File: src/rtl/alu_issue_wb.sv
// ----------------------------------------------------------------------------
// alu_issue_wb
//
// Operand-issue and writeback stage wrapped around an external combinational
// ALU. Owns the integer register file, takes decoded instructions over a
// valid/ready handshake, registers ALU operands/opcode for one cycle and
// writes the ALU result back on the following edge. The result that is about
// to be written is forwarded to the operand read of the instruction being
// accepted in the same cycle, so dependent back-to-back instructions never
// stall.
//
// Ports:
//   clk, rst_n        clock, asynchronous active-low reset
//   in_valid/in_ready decoded-instruction handshake (in_ready = !stall)
//   in_rs1/in_rs2     source registers for operand A / operand B
//   in_rd             destination register
//   in_imm/in_use_imm immediate and operand-B select
//   in_alu_sel        ALU opcode, passed through unchanged
//   stall             freezes issue and writeback
//   alu_a/alu_b       registered operands to the ALU
//   alu_sel           registered opcode to the ALU
//   alu_valid         issue register holds a live instruction
//   alu_result        combinational ALU result (from alu_a/alu_b/alu_sel)
//   alu_zero          combinational ALU zero flag
//   wb_valid          one-cycle pulse: a writeback happened at the last edge
//   wb_rd/wb_data     destination and data of that writeback
//   wb_zero           ALU zero flag captured with that writeback
//   dbg_addr/dbg_data combinational register-file peek (no bypass)
// ----------------------------------------------------------------------------
module alu_issue_wb #(
    parameter int XLEN  = 32,
    parameter int NREGS = 32,
    parameter int AW    = 5
) (
    input  logic            clk,
    input  logic            rst_n,

    input  logic            in_valid,
    output logic            in_ready,
    input  logic [AW-1:0]   in_rs1,
    input  logic [AW-1:0]   in_rs2,
    input  logic [AW-1:0]   in_rd,
    input  logic [XLEN-1:0] in_imm,
    input  logic            in_use_imm,
    input  logic [3:0]      in_alu_sel,
    input  logic            stall,

    output logic [XLEN-1:0] alu_a,
    output logic [XLEN-1:0] alu_b,
    output logic [3:0]      alu_sel,
    output logic            alu_valid,
    input  logic [XLEN-1:0] alu_result,
    input  logic            alu_zero,

    output logic            wb_valid,
    output logic [AW-1:0]   wb_rd,
    output logic [XLEN-1:0] wb_data,
    output logic            wb_zero,

    input  logic [AW-1:0]   dbg_addr,
    output logic [XLEN-1:0] dbg_data
);

    // ------------------------------------------------------------------
    // State
    // ------------------------------------------------------------------
    // Entry 0 is never written, so it stays at its reset value of zero;
    // every read path still decodes address 0 explicitly.
    logic [XLEN-1:0] rf_q [NREGS];

    logic [XLEN-1:0] alu_a_q,     alu_a_d;
    logic [XLEN-1:0] alu_b_q,     alu_b_d;
    logic [3:0]      alu_sel_q,   alu_sel_d;
    logic            alu_valid_q, alu_valid_d;
    logic [AW-1:0]   issue_rd_q,  issue_rd_d;

    logic            wb_valid_q,  wb_valid_d;
    logic [AW-1:0]   wb_rd_q,     wb_rd_d;
    logic [XLEN-1:0] wb_data_q,   wb_data_d;
    logic            wb_zero_q,   wb_zero_d;

    // ------------------------------------------------------------------
    // Combinational control
    // ------------------------------------------------------------------
    logic            accept;
    logic            wb_fire;
    logic            fwd_en;
    logic            rf_we;
    logic [XLEN-1:0] op_a;
    logic [XLEN-1:0] op_b;

    assign in_ready = !stall;
    assign accept   = in_valid && !stall;

    // The issued instruction retires on every unstalled edge.
    assign wb_fire  = alu_valid_q && !stall;

    // Forwarding is only legal when that retirement really happens at the
    // coming edge and targets a real register; a write to r0 is dropped, so
    // forwarding it would leak a non-zero value into an r0 read.
    assign fwd_en   = wb_fire && (issue_rd_q != '0);
    assign rf_we    = fwd_en;

    // Operand A
    always_comb begin
        op_a = '0;
        if (in_rs1 == '0) begin
            op_a = '0;
        end else if (fwd_en && (issue_rd_q == in_rs1)) begin
            op_a = alu_result;
        end else begin
            op_a = rf_q[in_rs1];
        end
    end

    // Operand B: the immediate bypasses both the read and the forward path.
    always_comb begin
        op_b = '0;
        if (in_use_imm) begin
            op_b = in_imm;
        end else if (in_rs2 == '0) begin
            op_b = '0;
        end else if (fwd_en && (issue_rd_q == in_rs2)) begin
            op_b = alu_result;
        end else begin
            op_b = rf_q[in_rs2];
        end
    end

    // Issue register next state: hold everything while stalled; otherwise
    // alu_valid tracks in_valid and the payload loads only on a transfer.
    always_comb begin
        alu_a_d     = alu_a_q;
        alu_b_d     = alu_b_q;
        alu_sel_d   = alu_sel_q;
        issue_rd_d  = issue_rd_q;
        alu_valid_d = alu_valid_q;
        if (!stall) begin
            alu_valid_d = in_valid;
        end
        if (accept) begin
            alu_a_d    = op_a;
            alu_b_d    = op_b;
            alu_sel_d  = in_alu_sel;
            issue_rd_d = in_rd;
        end
    end

    // Writeback report: pulses on every retirement (r0 included); the
    // payload holds between pulses.
    always_comb begin
        wb_valid_d = wb_fire;
        wb_rd_d    = wb_rd_q;
        wb_data_d  = wb_data_q;
        wb_zero_d  = wb_zero_q;
        if (wb_fire) begin
            wb_rd_d   = issue_rd_q;
            wb_data_d = alu_result;
            wb_zero_d = alu_zero;
        end
    end

    // ------------------------------------------------------------------
    // Sequential
    // ------------------------------------------------------------------
    always_ff @(posedge clk or negedge rst_n) begin
        if (!rst_n) begin
            alu_a_q     <= '0;
            alu_b_q     <= '0;
            alu_sel_q   <= '0;
            alu_valid_q <= 1'b0;
            issue_rd_q  <= '0;
            wb_valid_q  <= 1'b0;
            wb_rd_q     <= '0;
            wb_data_q   <= '0;
            wb_zero_q   <= 1'b0;
        end else begin
            alu_a_q     <= alu_a_d;
            alu_b_q     <= alu_b_d;
            alu_sel_q   <= alu_sel_d;
            alu_valid_q <= alu_valid_d;
            issue_rd_q  <= issue_rd_d;
            wb_valid_q  <= wb_valid_d;
            wb_rd_q     <= wb_rd_d;
            wb_data_q   <= wb_data_d;
            wb_zero_q   <= wb_zero_d;
        end
    end

    // Register file: cleared by reset, one write port driven by retirement.
    always_ff @(posedge clk or negedge rst_n) begin
        if (!rst_n) begin
            for (int i = 0; i < NREGS; i++) begin
                rf_q[i] <= '0;
            end
        end else if (rf_we) begin
            rf_q[issue_rd_q] <= alu_result;
        end
    end

    // ------------------------------------------------------------------
    // Outputs
    // ------------------------------------------------------------------
    assign alu_a     = alu_a_q;
    assign alu_b     = alu_b_q;
    assign alu_sel   = alu_sel_q;
    assign alu_valid = alu_valid_q;
    assign wb_valid  = wb_valid_q;
    assign wb_rd     = wb_rd_q;
    assign wb_data   = wb_data_q;
    assign wb_zero   = wb_zero_q;

    // Raw architectural contents; an in-flight result is not visible here
    // until the edge that writes it.
    assign dbg_data  = (dbg_addr == '0) ? '0 : rf_q[dbg_addr];

endmodule

File: config.mk
export PLATFORM = sky130hd
export DESIGN_NAME = alu_issue_wb
export DESIGN_NICKNAME = d
export VERILOG_FILES = /design/src/rtl/alu_issue_wb.sv
export SDC_FILE = /design/constraint.sdc
export NUM_CORES = 2
export LEC_CHECK = 0
export ABC_AREA = 1
export CAP_MARGIN = 20
export CORE_MARGIN = 5
export CORE_UTILIZATION = 25
export DETAILED_ROUTE_END_ITERATION = 16
export SLEW_MARGIN = 20
export SYNTH_ARGS = -nofsm -noshare
export SYNTH_HDL_FRONTEND = slang
export SYNTH_SLANG_ARGS = --single-unit
File: constraint.sdc
create_clock -name clk -period 2.03 [get_ports clk]
set_input_delay 0.203 -clock clk [delete_from_list [all_inputs] [get_ports clk]]
set_output_delay 0.203 -clock clk [all_outputs]
set_load 0.05 [all_outputs]
Yosys cells after proc, flatten, opt, wreduce, memory -nomap -nowiden. Index checks and enable logic that the tools add are counted.

Order comparisons: 5. Eq/ne operators: 2. Muxes and demuxes: 18. Bitwise logic cells: 4. Reductions and logical operators: 11.

Operators by type and width (number): $bwmux W1024 (1); $bmux W32 S5 (3); $mux W32 (13); $demux W32 S5 (1); $ge A6 B6 Y1 const B (4); $not A5 Y6 (4); $logic_not A5 Y1 (3); $eq A5 B5 Y1 (2); $logic_and A1 B1 Y1 (6); $lt A6 B1 Y1 const B (1); $reduce_bool A5 Y1 (1); $logic_not A1 Y1 (1).

Register bits after elaboration: 1137. Bits of input ports: 94. Output and inout port bits: 141. Word-level logic and storage cells: 81.

Depth between registers and ports, before layout.
Depth after elaboration: 7. Mapped depth: 14. Mapped depth without buffers: 12.

Worst setup path before layout. OpenSTA, ideal clock, no wires.

Kind: input port to output port. Start point: input port dbg_addr[0]. End point: output port dbg_data[30]. Data arrival time: 2.173 ns. Path slack: -0.346 ns. Cell stages on the path: 8. Buffers on the path: 4. Cells stage by stage: buf_2 > clkbuf_1 > buf_2 > buf_1 > nor2_1 > o221ai_1 > nand3_1 > a21oi_1.

Longest elaborated chain between the ends: 5.

RTL lines: from (decl) (RTL line 60) `input logic [AW-1:0] dbg_addr,`; $not A5 Y6 (implied by the code) (RTL line 215) `assign dbg_data = (dbg_addr == '0) ? '0 : rf_q[dbg_addr];`; $bmux W32 S5 (RTL line 215); $mux W32 (implied by the code) (2 in series) (RTL line 215); $mux W32 (*) (RTL line 215); to (decl) (RTL line 61) `output logic [XLEN-1:0] dbg_data`.

Mark *: on every way between the ends. The rest lies on a longest branch, timed or not. The select of a mux whose other input is x is not followed.

Worst setup path in the final report.
Start point: register rf_q[600] (netlist name). End point: output port dbg_data[24].

Longest elaborated chain between the ends: 4.

RTL lines: from (decl) (RTL line 69) `logic [XLEN-1:0] rf_q [NREGS];`; from (signal, indexed assignment) (RTL line 197) `rf_q[issue_rd_q] <= alu_result;`; $bmux W32 S5 (RTL line 215); $mux W32 (implied by the code) (2 in series) (RTL line 215); $mux W32 (RTL line 215).

Every way passes these cells. The select of a mux whose other input is x is not followed.

==> flow_summary.html <==
<table>
<tr><th>Metric</th><th>Value</th></tr>
<tr><th colspan="2">Final layout</th></tr>
<tr><td>Total Nets Final</td><td>10600</td></tr>
<tr><td>Proportion of layout cells with a drive suffix above 1</td><td>0.150</td></tr>
<tr><td>Post-route non-filler standard cell count</td><td>14400</td></tr>
<tr><td>Area added between synthesis and finish</td><td>29.9%</td></tr>
<tr><th colspan="2">Route</th></tr>
<tr><td>Final wirelength</td><td>359 mm</td></tr>
<tr><td>Via density per instance</td><td>5.43</td></tr>
<tr><td>Number of iterations in the first detailed-routing pass</td><td>7</td></tr>
<tr><td>Final routed wire length divided by cell count</td><td>25.0 µm</td></tr>
<tr><td>Number of design-rule violations left by the first detailed-router iteration</td><td>12200</td></tr>
<tr><td>Number of vias after detailed routing</td><td>78000</td></tr>
<tr><td>Drt drc</td><td>0</td></tr>
<tr><td>Count of antenna-violating nets left after detailed routing</td><td>0</td></tr>
<tr><th colspan="2">Clocking</th></tr>
<tr><td>Clock transition at the registers of the reported paths</td><td>60 ps</td></tr>
<tr><td>Maximum clock insertion buffer count</td><td>3</td></tr>
<tr><td>Buffer cell driving the clock tree root</td><td>sky130_fd_sc_hd__clkbuf_16</td></tr>
<tr><td>Number of clock buffers inserted by TritonCTS</td><td>134</td></tr>
<tr><td>Clk sink count</td><td>1137</td></tr>
<tr><td>Clk_lat worst skew</td><td>830 ps</td></tr>
<tr><td>Number of levels in the clock H-tree</td><td>4</td></tr>
<tr><td>Clock tree from TritonCTS</td><td>yes</td></tr>
<tr><th colspan="2">Logic synthesis</th></tr>
<tr><td>Sequential-to-total area share from yosys stat</td><td>0.410</td></tr>
<tr><td>Fraction of post-synthesis cell area in the top cell type by area</td><td>0.410</td></tr>
<tr><td>Commonest cells post-synth</td><td>sky130_fd_sc_hd__nand2_1 (2982), sky130_fd_sc_hd__o21ai_0 (1869), sky130_fd_sc_hd__dfrtp_1 (1137), sky130_fd_sc_hd__nand3_1 (807), sky130_fd_sc_hd__clkbuf_1 (758)</td></tr>
<tr><td>Ys flop type</td><td>sky130_fd_sc_hd__dfrtp_1</td></tr>
<tr><td>Post-synthesis instance area</td><td>0.0693 mm²</td></tr>
<tr><td>Async set-or-reset flop fraction in the synthesized netlist</td><td>1.00</td></tr>
<tr><td>Most common cell in the synthesized netlist</td><td>sky130_fd_sc_hd__nand2_1</td></tr>
<tr><td>Synth cell types</td><td>32</td></tr>
<tr><td>Post-synth net total</td><td>10300</td></tr>
<tr><td>Cell type contributing the most total cell area after synthesis</td><td>sky130_fd_sc_hd__dfrtp_1</td></tr>
<tr><td>Synthesis-stage register bit count</td><td>1137</td></tr>
<tr><td>Mapped Avg Cell Area</td><td>6.80 µm²</td></tr>
<tr><td>Number of standard cells after synthesis</td><td>10200</td></tr>
<tr><td>Warnings, synthesis</td><td>0</td></tr>
<tr><td>Number of flops mapped to enable cells by yosys</td><td>0</td></tr>
<tr><td>Biggest area contributors in the synthesized netlist</td><td>sky130_fd_sc_hd__dfrtp_1 (41%), sky130_fd_sc_hd__nand2_1 (16%), sky130_fd_sc_hd__o21ai_0 (13%)</td></tr>
<tr><th colspan="2">STA</th></tr>
<tr><td>Count of final setup violators</td><td>32</td></tr>
<tr><td>Final number of hold-violating endpoints</td><td>0</td></tr>
<tr><td>Post-layout minimum cycle time</td><td>2620 ps</td></tr>
<tr><td>Pins over their slew limit</td><td>0</td></tr>
<tr><td>Worst Max-Slew Pin Slew</td><td>879 ps</td></tr>
<tr><td>Largest clock skew in the final design</td><td>19.9 ps</td></tr>
<tr><td>Worst path setup slack after routing</td><td>-588 ps</td></tr>
<tr><td>Max Clock Freq</td><td>382 MHz</td></tr>
<tr><td>Total negative slack for setup checks</td><td>-14020 ps</td></tr>
<tr><td>Tcrit/Tclk final</td><td>1.29</td></tr>
<tr><td>Hold Slack</td><td>34.8 ps</td></tr>
<tr><td>Max-slew headroom</td><td>0.414</td></tr>
<tr><td>RSZ-0062 raised after global routing</td><td>yes</td></tr>
<tr><th colspan="2">Die</th></tr>
<tr><td>Area of the die</td><td>0.288 mm²</td></tr>
<tr><td>Initial core utilization</td><td>0.251</td></tr>
<tr><td>Die width</td><td>537 µm</td></tr>
<tr><td>Core outline area</td><td>0.276 mm²</td></tr>
<tr><td>Top-level port count</td><td>235</td></tr>
<tr><td>Placement row count</td><td>193</td></tr>
<tr><td>Vertical die dimension</td><td>537 µm</td></tr>
<tr><th colspan="2">Power and ir drop</th></tr>
<tr><td>Share of total power in combinational logic</td><td>0.276</td></tr>
<tr><td>Leakage</td><td>39.6 nW</td></tr>
<tr><td>Pwr dens</td><td>890 mW/mm²</td></tr>
<tr><td>Clock network power share</td><td>0.322</td></tr>
<tr><td>Final total power</td><td>80.1 mW</td></tr>
<tr><td>Switching portion of total power</td><td>0.364</td></tr>
<tr><td>Internal power</td><td>50.9 mW</td></tr>
<tr><td>Power share of the sequential group</td><td>0.402</td></tr>
<tr><td>Worst IR drop on VDD</td><td>1.00 mV</td></tr>
<tr><td>Net switching power of the design</td><td>29.2 mW</td></tr>
<tr><th colspan="2">Hold path</th></tr>
<tr><td>Path type of the worst min-delay path</td><td>input pin to flop</td></tr>
<tr><td>Instance count along the most critical hold path</td><td>3</td></tr>
<tr><th colspan="2">Flow run</th></tr>
<tr><td>Max cap viols</td><td>0</td></tr>
<tr><th colspan="2">Placement</th></tr>
<tr><td>Inst Count DP</td><td>14000</td></tr>
<tr><td>HPWL after detailed placement</td><td>249 mm</td></tr>
<tr><td>Final weighted congestion in routability-driven placement</td><td>0.955</td></tr>
<tr><td>Post-place setup slack</td><td>-341 ps</td></tr>
<tr><td>I/O Buffers</td><td>234</td></tr>
<tr><th colspan="2">Global routing</th></tr>
<tr><td>Wire length of the first global-routing pass</td><td>514 mm</td></tr>
<tr><td>Maximum number of pins on one net before global-route repair</td><td>120</td></tr>
<tr><td>Via count of the first global-routing pass</td><td>70600</td></tr>
<tr><td>Overall global routing resource usage</td><td>0.240</td></tr>
<tr><td>Congestion Overflow GR</td><td>0</td></tr>
<tr><td>Initial antenna violation count</td><td>22</td></tr>
<tr><th colspan="2">Setup path</th></tr>
<tr><td>Endpoint kind of the worst setup timing path</td><td>output port</td></tr>
<tr><td>Type of the setup path with the least slack</td><td>flop to output port</td></tr>
<tr><td>Worst reg-to-reg path cell count</td><td>10</td></tr>
<tr><td>Critical path required time</td><td>1830 ps</td></tr>
<tr><td>Arrival time of the worst setup path</td><td>2420 ps</td></tr>
<tr><td>Maximum fanout encountered on the critical timing path</td><td>3</td></tr>
<tr><td>Register-to-Register Setup Slack</td><td>50 ps</td></tr>
<tr><td>Type of element launching the critical path</td><td>flop</td></tr>
<tr><th colspan="2">Outcome</th></tr>
<tr><td>Violations in the final reports</td><td>setup timing</td></tr>
<tr><td>Outcome</td><td>complete, but fails checks</td></tr>
</table>
## cell families after synthesis
| group | Yosys count | synth area share |
|---|---|---|
| multiplexers | 24 | 0.00347 |
| AO/OA/AOI/OAI | 3168 | 0.246 |
| XOR/XNOR | 8 | 0.00101 |
| AND/OR/NAND/NOR | 4395 | 0.258 |
| buffers and inverters | 1458 | 0.0811 |
| flip-flops | 1137 | 0.410 |
## metrics by stage
stage,util,instance area [µm²]
after floorplan,-,69600
after global placement,0.303,83800
final,0.326,90000
after global routing,0.326,90000
after detailed placement,0.303,83800
after CTS,0.324,89400
## power by group through the flow
stage,Clock (mW),Combinational (mW),Sequential [mW]
3_3_place_gp,0,20.4,32.3
6_report,25.8,22.1,32.2
2_1_floorplan,0,11.1,31.9
4_1_cts,26.0,21.4,31.9
5_1_grt,26.8,24.2,32.7
3_5_place_dp,0,20.7,32.2
## layer usage
layer  vias to the layer above  GRT usage  wire length (µm)
met1                     36600      0.307            137000
met2                      5156      0.349            150000
met4                        10      0.188             33300
met3                      1245     0.0548             39200
li1                      34900          -                 -
met5                         -          0                80
## critical path, stage by stage, from the launching register on
cell	delay, ps
sky130_fd_sc_hd__dfrtp_1	360
sky130_fd_sc_hd__inv_2	60
sky130_fd_sc_hd__a21oi_2	100
sky130_fd_sc_hd__o21ai_1	70
sky130_fd_sc_hd__o21ai_1	90
sky130_fd_sc_hd__nand2_1	90
sky130_fd_sc_hd__a21oi_2	200
sky130_fd_sc_hd__o21ai_2	100
sky130_fd_sc_hd__a21oi_4	300
sky130_fd_sc_hd__buf_6	210
## path summary, 6_finish.rpt
| path | endpoint | from |
|---|---|---|
| setup / recovery | dbg_data[24] | rf_q[600] |
| hold / removal | alu_b[1] | in_imm[1] |
| setup reg to reg | alu_b[0] | issue_rd_q[2] |
| hold reg to reg | rf_q[993] | rf_q[993] |
| max in group asynchronous | rf_q[63] | rst_n |
| min in group asynchronous | rf_q[382] | rst_n |
## flip-flops by register name, indices dropped and copies added (netlist names)
register    cells
wb_data        32
alu_sel         4
alu_b          32
wb_rd           5
wb_zero         1
alu_valid       1
issue_rd_q      5
rf_q         1024
wb_valid        1
alu_a          32
## layout by cell type, fill, tap and decap left out, types with 9 or more instances in the layout
cell / n
sky130_fd_sc_hd__a21oi_1: 623
sky130_fd_sc_hd__dfrtp_1: 1134
sky130_fd_sc_hd__clkbuf_1: 19
sky130_fd_sc_hd__mux2i_1: 24
sky130_fd_sc_hd__buf_8: 12
sky130_fd_sc_hd__nand2_2: 20
sky130_fd_sc_hd__dlygate4sd2_1: 65
sky130_fd_sc_hd__nor3_1: 11
sky130_fd_sc_hd__clkdlybuf4s50_1: 77
sky130_fd_sc_hd__a21oi_2: 57
sky130_fd_sc_hd__o211ai_1: 383
sky130_fd_sc_hd__nor2_4: 21
sky130_fd_sc_hd__o21ai_1: 257
sky130_fd_sc_hd__nand4_1: 78
sky130_fd_sc_hd__dlygate4sd3_1: 9
sky130_fd_sc_hd__clkinv_2: 20
sky130_fd_sc_hd__a31oi_1: 11
sky130_fd_sc_hd__nand3_1: 781
sky130_fd_sc_hd__or2_2: 16
sky130_fd_sc_hd__buf_6: 9
sky130_fd_sc_hd__o21ai_2: 19
sky130_fd_sc_hd__clkdlybuf4s15_1: 9
sky130_fd_sc_hd__o22ai_1: 46
sky130_fd_sc_hd__nor2_1: 442
sky130_fd_sc_hd__buf_4: 635
sky130_fd_sc_hd__o221ai_1: 20
sky130_fd_sc_hd__clkbuf_8: 24
sky130_fd_sc_hd__nand2_1: 2944
sky130_fd_sc_hd__clkbuf_16: 143
sky130_fd_sc_hd__a21oi_4: 12
sky130_fd_sc_hd__nand2_4: 33
sky130_fd_sc_hd__buf_12: 370
sky130_fd_sc_hd__bufinv_16: 12
sky130_fd_sc_hd__nand3_2: 26
sky130_fd_sc_hd__inv_1: 382
sky130_fd_sc_hd__inv_2: 91
sky130_fd_sc_hd__o21ai_0: 1697
## repair_timing
item / in CTS / in global routing
buffers inserted: 78 / 37
resized for setup: 380 / 191
pin swaps: 105 / 98
setup endpoints to repair: 113 / 59
endpoints found under the hold margin: 1144 / 0
hold buffers: 9 / 0
## area by class of cell
cell class | instances | area, µm²
tap | 3705 | 4640
clock buffer | 186 | 3980
sequential | 1137 | 28500
fill | 29300 | 186000
clock inverter | 45 | 568
multi-input combinational | 7595 | 36500
antenna | 7 | 17.5
timing repair buffer | 1193 | 14000
inverter | 485 | 1860
(Power assumes the default switching activity.)
